<file path="config.mk">
export PLATFORM = sky130hd
export DESIGN_NAME = v2f_lane_unpacker_flat
export DESIGN_NICKNAME = d
export VERILOG_FILES = /design/src/rtl/v2f_lane_unpacker_if.sv /design/src/rtl/v2f_lane_unpacker.sv /design/src/flat_wrapper.sv
export SDC_FILE = /design/constraint.sdc
export NUM_CORES = 1
export LEC_CHECK = 0
export BUFFER_PORTS_ARGS = -buffer_cell sky130_fd_sc_hd__buf_2
export CAP_MARGIN = 20
export CELL_PAD_IN_SITES_DETAIL_PLACEMENT = 0
export CELL_PAD_IN_SITES_GLOBAL_PLACEMENT = 1
export CORE_MARGIN = 2
export CORE_UTILIZATION = 46
export CTS_CLUSTER_DIAMETER = 40
export DETAILED_ROUTE_END_ITERATION = 6
export MAX_ROUTING_LAYER = met4
export PLACE_DENSITY = 0.88
export SYNTH_ARGS = -nofsm -noshare
export SYNTH_HDL_FRONTEND = slang
export SYNTH_SLANG_ARGS = --single-unit
</file>
<file path="constraint.sdc">
create_clock -name clk -period 4.27 [get_ports clk]
set_input_delay 0.854 -clock clk [delete_from_list [all_inputs] [get_ports clk]]
set_output_delay 0.854 -clock clk [all_outputs]
set_load 0.05 [all_outputs]
</file>
<file path="src/rtl/v2f_lane_unpacker_if.sv">
// Lane-in / wide-word-out handshake bundle for the lane unpacker.
// The unpacker takes the slave side; whatever feeds lanes and drains words takes the master side.
interface v2f_lane_unpacker_if #(
    parameter int OUT_WIDTH = 64
);
    logic [31:0]          in_data;
    logic                 in_valid;
    logic                 in_last;
    logic                 in_ready;
    logic [OUT_WIDTH-1:0] out_data;
    logic                 out_valid;
    logic                 out_ready;
    logic                 out_short;
    logic                 out_long;
    logic [8:0]           out_lanes;

    modport slave (
        input  in_data, in_valid, in_last, out_ready,
        output in_ready, out_data, out_valid, out_short, out_long, out_lanes
    );

    modport master (
        output in_data, in_valid, in_last, out_ready,
        input  in_ready, out_data, out_valid, out_short, out_long, out_lanes
    );
endinterface

</file>
<file path="src/rtl/v2f_lane_unpacker.sv">
// Rebuilds one OUT_WIDTH-bit word from a burst of 32-bit lanes, LSB lane first,
// then holds it until the consumer takes it.
module v2f_lane_unpacker #(
    parameter int OUT_WIDTH  = 64,
    parameter bit OUT_SIGNED = 1'b0
) (
    input logic                  clk,
    input logic                  rst,
    v2f_lane_unpacker_if.slave   io_bus
);
    localparam int         LANES   = (OUT_WIDTH + 31) / 32;
    localparam int         ACC_W   = LANES * 32;
    localparam logic [8:0] LANES_9 = 9'(LANES);

    typedef enum logic {COLLECT, HOLD} state_t;

    state_t               r_state;
    state_t               w_stateNext;
    logic [ACC_W-1:0]     r_acc;
    logic [ACC_W-1:0]     w_accNext;
    logic [ACC_W-1:0]     w_extWord;
    logic [8:0]           r_cnt;
    logic [8:0]           w_cntNext;
    logic [OUT_WIDTH-1:0] r_outData;
    logic                 r_outShort;
    logic                 r_outLong;
    logic [8:0]           r_outLanes;
    logic                 w_inReady;
    logic                 w_outValid;
    logic                 w_accept;
    logic                 w_fire;
    logic                 w_fillBit;

    always_ff @(posedge clk) begin
        if (rst) begin
            r_state <= COLLECT;
        end else begin
            r_state <= w_stateNext;
        end
    end

    always_comb begin
        w_stateNext = r_state;
        w_inReady   = 1'b0;
        w_outValid  = 1'b0;
        case (r_state)
            COLLECT: begin
                w_inReady = 1'b1;
                if (io_bus.in_valid && io_bus.in_last) begin
                    w_stateNext = HOLD;
                end
            end
            HOLD: begin
                w_outValid = 1'b1;
                if (io_bus.out_ready) begin
                    w_stateNext = COLLECT;
                end
            end
            default: w_stateNext = COLLECT;
        endcase
    end

    assign w_accept = w_inReady && io_bus.in_valid;
    assign w_fire   = w_outValid && io_bus.out_ready;

    // Lanes beyond the last slice are counted but their data never lands anywhere.
    always_comb begin
        w_accNext = r_acc;
        for (int k = 0; k < LANES; k++) begin
            if (r_cnt == 9'(k)) begin
                w_accNext[k*32 +: 32] = io_bus.in_data;
            end
        end
        w_cntNext = (r_cnt == 9'd511) ? r_cnt : r_cnt + 9'd1;
    end

    // For a short burst of n lanes, every slice from n upward is filled from bit 32n-1.
    always_comb begin
        w_fillBit = 1'b0;
        for (int k = 1; k < LANES; k++) begin
            if (w_cntNext == 9'(k)) begin
                w_fillBit = OUT_SIGNED && w_accNext[k*32-1];
            end
        end
        w_extWord = w_accNext;
        for (int k = 1; k < LANES; k++) begin
            if (w_cntNext <= 9'(k)) begin
                w_extWord[k*32 +: 32] = {32{w_fillBit}};
            end
        end
    end

    always_ff @(posedge clk) begin
        if (rst) begin
            r_acc      <= '0;
            r_cnt      <= '0;
            r_outData  <= '0;
            r_outShort <= 1'b0;
            r_outLong  <= 1'b0;
            r_outLanes <= '0;
        end else if (w_accept) begin
            r_acc <= w_accNext;
            r_cnt <= w_cntNext;
            if (io_bus.in_last) begin
                r_outData  <= w_extWord[OUT_WIDTH-1:0];
                r_outShort <= (w_cntNext < LANES_9);
                r_outLong  <= (w_cntNext > LANES_9);
                r_outLanes <= w_cntNext;
            end
        end else if (w_fire) begin
            r_acc      <= '0;
            r_cnt      <= '0;
            r_outData  <= '0;
            r_outShort <= 1'b0;
            r_outLong  <= 1'b0;
            r_outLanes <= '0;
        end
    end

    assign io_bus.in_ready  = w_inReady;
    assign io_bus.out_valid = w_outValid;
    assign io_bus.out_data  = r_outData;
    assign io_bus.out_short = r_outShort;
    assign io_bus.out_long  = r_outLong;
    assign io_bus.out_lanes = r_outLanes;
endmodule
</file>
<file path="src/flat_wrapper.sv">
// flat-port wrapper written by rule: the top's interface ports become plain ports
module v2f_lane_unpacker_flat 
#(
    parameter int OUT_WIDTH  = 64,
    parameter bit OUT_SIGNED = 1'b0
)
  (clk, rst, io_bus_in_data, io_bus_in_valid, io_bus_in_last, io_bus_out_ready, io_bus_in_ready, io_bus_out_data, io_bus_out_valid, io_bus_out_short, io_bus_out_long, io_bus_out_lanes);
  v2f_lane_unpacker_if #(.OUT_WIDTH(OUT_WIDTH)) io_bus_i ();
  input logic clk;
  input logic rst;
  input wire logic [$bits(io_bus_i.in_data)-1:0] io_bus_in_data;
  input wire logic [$bits(io_bus_i.in_valid)-1:0] io_bus_in_valid;
  input wire logic [$bits(io_bus_i.in_last)-1:0] io_bus_in_last;
  input wire logic [$bits(io_bus_i.out_ready)-1:0] io_bus_out_ready;
  output wire logic [$bits(io_bus_i.in_ready)-1:0] io_bus_in_ready;
  output wire logic [$bits(io_bus_i.out_data)-1:0] io_bus_out_data;
  output wire logic [$bits(io_bus_i.out_valid)-1:0] io_bus_out_valid;
  output wire logic [$bits(io_bus_i.out_short)-1:0] io_bus_out_short;
  output wire logic [$bits(io_bus_i.out_long)-1:0] io_bus_out_long;
  output wire logic [$bits(io_bus_i.out_lanes)-1:0] io_bus_out_lanes;
  assign io_bus_i.in_data = io_bus_in_data;
  assign io_bus_i.in_valid = io_bus_in_valid;
  assign io_bus_i.in_last = io_bus_in_last;
  assign io_bus_i.out_ready = io_bus_out_ready;
  assign io_bus_in_ready = io_bus_i.in_ready;
  assign io_bus_out_data = io_bus_i.out_data;
  assign io_bus_out_valid = io_bus_i.out_valid;
  assign io_bus_out_short = io_bus_i.out_short;
  assign io_bus_out_long = io_bus_i.out_long;
  assign io_bus_out_lanes = io_bus_i.out_lanes;
  v2f_lane_unpacker #(.OUT_WIDTH(OUT_WIDTH), .OUT_SIGNED(OUT_SIGNED)) u_core (.clk(clk), .rst(rst), .io_bus(io_bus_i));
endmodule
</file>
# Word level (Yosys, flattened, before mapping)
# Index checks and enable logic that the tools add are counted.
# Widths: inputs -> output; s select.
# classes
addsub,1
n_lt_le_gt_ge,3
n_eq_ne,3
mux,22
n_bitwise,1
n_reduce_logical,6
# op_table
op,count
$mux 64,4
$mux 32,3
$mux 9,5
$add 9x1->9 const B,1
$eq 9x1->1 const B,1
$eq 9x9->1 const B,1
$gt 9x2->1 const B,1
$le 9x1->1 const B,1
$logic_not 9->1,1
$lt 9x2->1 const B,1
$mux 1,9
$logic_and 1x1->1,3
$ne 2x2->1 const B,1
$pmux 1 s2,1
$reduce_and 2->1,1
$reduce_bool 2->1,1
$not 1->1,1
# totals
regBits,149
out_inout_bits,77
elab_cells,43

# Longest topological paths before layout
# logic_depth
ltp_word,6
ltp_mapped,9

# Worst setup path after synthesis
# OpenSTA, ideal clock, no wires.
# synth_timing
kind,reg-to-reg
from,register u_core.r_state
to,"register u_core.r_outData[34], in the netlist u_core.io_bus.out_data[34]"
arrival_ns,2.200
required_time_ns,4.202
slack_ns,2.002
stages_incl_launch_ff,8
synth_period_minus_slack_ns,2.268
cell_sequence,dfxtp_1 -> inv_1 -> nand2_1 -> or3_1 -> buf_2 -> a41o_4 -> buf_6 -> o2bb2ai_2
# synth_via
elab_chain_len,4
elab_cells_between_ends,8
# synth_lines
element,line_no,text
"start, declared",v2f_lane_unpacker.sv:17,state_t r_state;
"start signal, assigned",v2f_lane_unpacker.sv:38,r_state <= w_stateNext;
$mux 1 *,v2f_lane_unpacker.sv:46,case (r_state)
named net io_bus_in_ready,flat_wrapper.sv:15,output wire logic [$bits(io_bus_i.in_ready)-1:0] io_bus_in_ready;
$logic_and 1x1->1 *,v2f_lane_unpacker.sv:63,assign w_accept = w_inReady && io_bus.in_valid;
$ne 2x2->1 (no source line) / $reduce_bool 2->1 (equally long branches),n/a,
$reduce_and 2->1 (no source line),n/a,
"end signal, assigned",v2f_lane_unpacker.sv:105,r_outData <= w_extWord[OUT_WIDTH-1:0];
"end, declared",v2f_lane_unpacker.sv:24,logic [OUT_WIDTH-1:0] r_outData;
# The timed path passes the listed nets; every way through them passes the cells marked *.
# A chain may end at the register's enable or synchronous reset.

# Final worst setup path
# layout_timing
from,register u_core.r_cnt[8]
to,register u_core.r_acc[25]
# layout_via
elab_chain_len,3
# layout_lines
element,line_no,text
"start, declared",v2f_lane_unpacker.sv:22,logic [8:0] r_cnt;
"start signal, assigned",v2f_lane_unpacker.sv:103,r_cnt <= w_cntNext;
$logic_not 9->1,v2f_lane_unpacker.sv:70,if (r_cnt == 9'(k)) begin
$mux 32,v2f_lane_unpacker.sv:70,
$mux 64,v2f_lane_unpacker.sv:101,end else if (w_accept) begin
"end signal, assigned",v2f_lane_unpacker.sv:102,r_acc <= w_accNext;
"end, declared",v2f_lane_unpacker.sv:19,logic [ACC_W-1:0] r_acc;
# Every way passes these cells.

==> flow_summary.yaml <==
layout:
  final_core_util_pct: 56.5
  final_nets: 699
  final_common_cell: "dfxtp_1"
  count_of_filler_cells_inserted_in_the_layout: 1088
  antenna-diode-count: 0
  area_taken_by_multi_input_logic_gates_mm2: 0.00284
  syn_to_final_growth_pct: 18.8
  layout_common_cells: "dfxtp_1 (149), buf_2 (113), nor2_1 (73)"
  design_area_mm2: 0.00721
  layout.area.seq_mm2: 0.00298
  layout-drive-gt1-share_pct: 28.1
grt:
  track_usage_pct: 21.7
  grt_antenna_before_repair: 0
  grt-ovfl-total: 0
  wire_length_of_the_first_global_routing_pass_um: 24000
  grt_max_degree: 57
  vias_in_the_first_global_route: 4669
worst_hold_path:
  worst_hold_path.num_cells: 2
  hold_path_end: "u_core.io_bus.out_lanes[7]"
  timing.hold.worst.class: "reg2reg"
  hold_path_startpoint: "u_core.io_bus.out_lanes[7]"
place:
  place.detailed.hpwl_um: 9500
  finalWeightedCongestion: 0.869
  numPortBuffers: 113
  placedInstanceArea_mm2: 0.00669
setup_path:
  slowest_delay_ps: 560
  crit_arrival_ps: 2970
  reg2regPathDepth: 6
  timing.critical_path.buf_inv: 1
  crit_chain: "nor4_2, nand3_2, a21o_1, buf_4, a22oi_1, nor2_1"
  worst-r2r-setup-slack_ps: 1580
  origin_of_the_critical_flop_to_flop_path: "u_core.r_cnt[8]"
  worstReg2RegEnd: "u_core.r_acc[25]"
  worstPathRequired_ps: 4550
  path_class: "reg2reg"
  cp_max_fo: 18
  timing.critical_path.from_type: "flip-flop"
  slowest_stage: "a21o_1"
  path_delay_family: "simple AND/OR/NAND/NOR gates"
  critPathCaptureType: "flip-flop"
die:
  pin_count: 114
  initial_utilization_pct: 47.5
  fp.dieH_um: 119
  placeableCoreArea_mm2: 0.0128
  fp.dieW_um: 119
  dieArea_mm2: 0.0141
  number_of_cell_rows: 41
timing:
  worst-slew-pin-transition_ps: 863
  setup_violations: 0
  fin_crit_ps: 2690
  relSlewSlack_pct: 42.4
  period_share_pct: 63.0
  timing.final.max_slew_violations: 0
  setup_repair_after_global_routing_missed_its_margin: "no"
  timing.setup.tns_ps: 0
  hold_viol_final: 0
  clock-skew-final_ps: 6.27
  hold-worst-slack_ps: 446
  fmax_mhz: 372
routing:
  highest_signal_layer: "met4"
  wl_per_cell_um: 17.4
  route.detailed.vias_per_inst: 5.69
  totalWireLength_um: 14700
  initialDrtViolationCount: 291
  route.met2.wl_um: 6840
  ant_nets: 0
  dr.pass1.iters: 7
  post-route-drc-count: 0
  drt_met1_wl_um: 6850
  met3_wirelength_um: 868
  num_vias: 4801
logic_synthesis:
  netlist_area_mm2: 0.00607
  ys.flop_type: "dfxtp_1"
  synth_enable_flop_cells: 0
  share_of_the_yosys_chip_area_belonging_to_registers_pct: 49.1
  synth.avg_cell_area_um2: 10.6
  synthArstFlopShare_pct: 0
  yosys_warnings: 0
  synth.ff_latch_count: 149
  synth_cell_type_count: 50
  syn_inst: 572
  synth.net_count: 612
power:
  total_power_w: 0.00317
  p_leak_nw: 3.04
  power_density_mw_per_mm2: 440
  max-vdd-ir-drop_mv: 0.281
clock_network:
  cts.root.buffer_cell: "clkbuf_16"
  ctsHoldBuffers: 0
  cts_repair_resize_count: 0
  cts_sinks: 149
  clk_transition_reported_paths_ps: 60
  cts_tree: "done"
  post-cts-setup-buffer-count: 0
  clock_tree.htree_level_count: 4
  clk-insertion-delay-late_ps: 420
  tritoncts_buffers: 17
  cts.path.max_buffers: 2
run:
  max_cap_viol_count: 0
status:
  status: "completed"
==> cells in the mapped netlist (2+ instances only) <==
cell       number  share of area (%)
xnor2_1         2               0.29
nand2_1        17                1.1
nor2_1         76                4.7
dfxtp_1       149                 49
nand3_1         3               0.25
a31oi_1         5               0.52
a21oi_1        17                1.4
buf_1           3               0.19
inv_1           4               0.25
or3_1           2               0.21
a21o_1          2               0.25
o2bb2ai_1      36                5.2
a2bb2oi_1       2               0.29
a22oi_1        66                8.2
mux2i_1        65                 11
nor3_1          5               0.41
o2bb2ai_2      30                7.4
clkbuf_1       20                1.2
and3_1          3               0.31
o21ai_0         3               0.25
buf_6           3               0.56
and4_1          3               0.43
nand3_2         3               0.49
ha_1            3               0.62
buf_2          25                2.1
==> sequential cells by signal (all words and copies together) (netlist names) <==
signal / count
u_core.io_bus.out_lanes: 9
u_core.io_bus.out_long: 1
u_core.io_bus.out_data: 64
u_core.r_cnt: 9
u_core.r_state: 1
u_core.r_acc: 64
u_core.io_bus.out_short: 1
==> metrics by stage <==
step / instances / setup WS (ps)
after floorplan: 572 / 2000
after global placement: 812 / 1520
after detailed placement: 812 / 1430
after CTS: 844 / 1590
after global routing: 844 / 1460
final: 844 / 1580
==> cell type report <==
cell class                 count  area share [%]
timing repair buffer         121            8.85
sequential                   149            41.4
tap                          172            2.98
inverter                       4           0.208
multi-input combinational    366            39.3
clock inverter                 8           0.729
clock buffer                  24            6.54
==> layer usage <==
layer	track usage, %	vias up
met3	5.75	12
met4	5.95	0
met1	28.3	2338
met2	33.5	151
li1	-	2300
met5	-	-
==> where the power goes <==
group | switching, W | total, W | internal (W) | leakage (nW)
clock network | 0.000548 | 0.00132 | 0.000770 | 0.254
logic | 0.000263 | 0.000391 | 0.000128 | 1.58
registers | 0.0000277 | 0.00146 | 0.00144 | 1.21
==> worst reg2reg max path, cell delays in order, from the launching register on <==
cell,delay [ps]
dfxtp_1,420
nor4_2,420
nand3_2,530
a21o_1,560
buf_4,320
a22oi_1,230
nor2_1,60
==> cell families after synthesis <==
logic type / count (synthesis) / synth area share [%]
compound gates: 176 / 25.9
xor+xnor: 3 / 0.433
fa+ha+maj: 3 / 0.618
buf+inv: 57 / 4.49
flops: 149 / 49.1
mux: 65 / 10.7
simple gates: 119 / 8.70
==> worst max-delay path by stage <==
stage	slack, ps	from	cells past startpoint	endpoint
after detailed placement	1430	io_bus_in_valid	8	u_core.r_acc[63]
after global placement	1520	io_bus_in_valid	8	u_core.r_acc[57]
final	1580	u_core.r_cnt[8]	6	u_core.r_acc[25]
after global routing	1460	u_core.r_cnt[8]	6	u_core.r_acc[18]
after CTS	1590	u_core.r_cnt[8]	6	u_core.r_acc[29]
after floorplan	2000	u_core.r_state	7	u_core.io_bus.out_data[34]
Note: power is estimated with default switching activity, not from simulation.
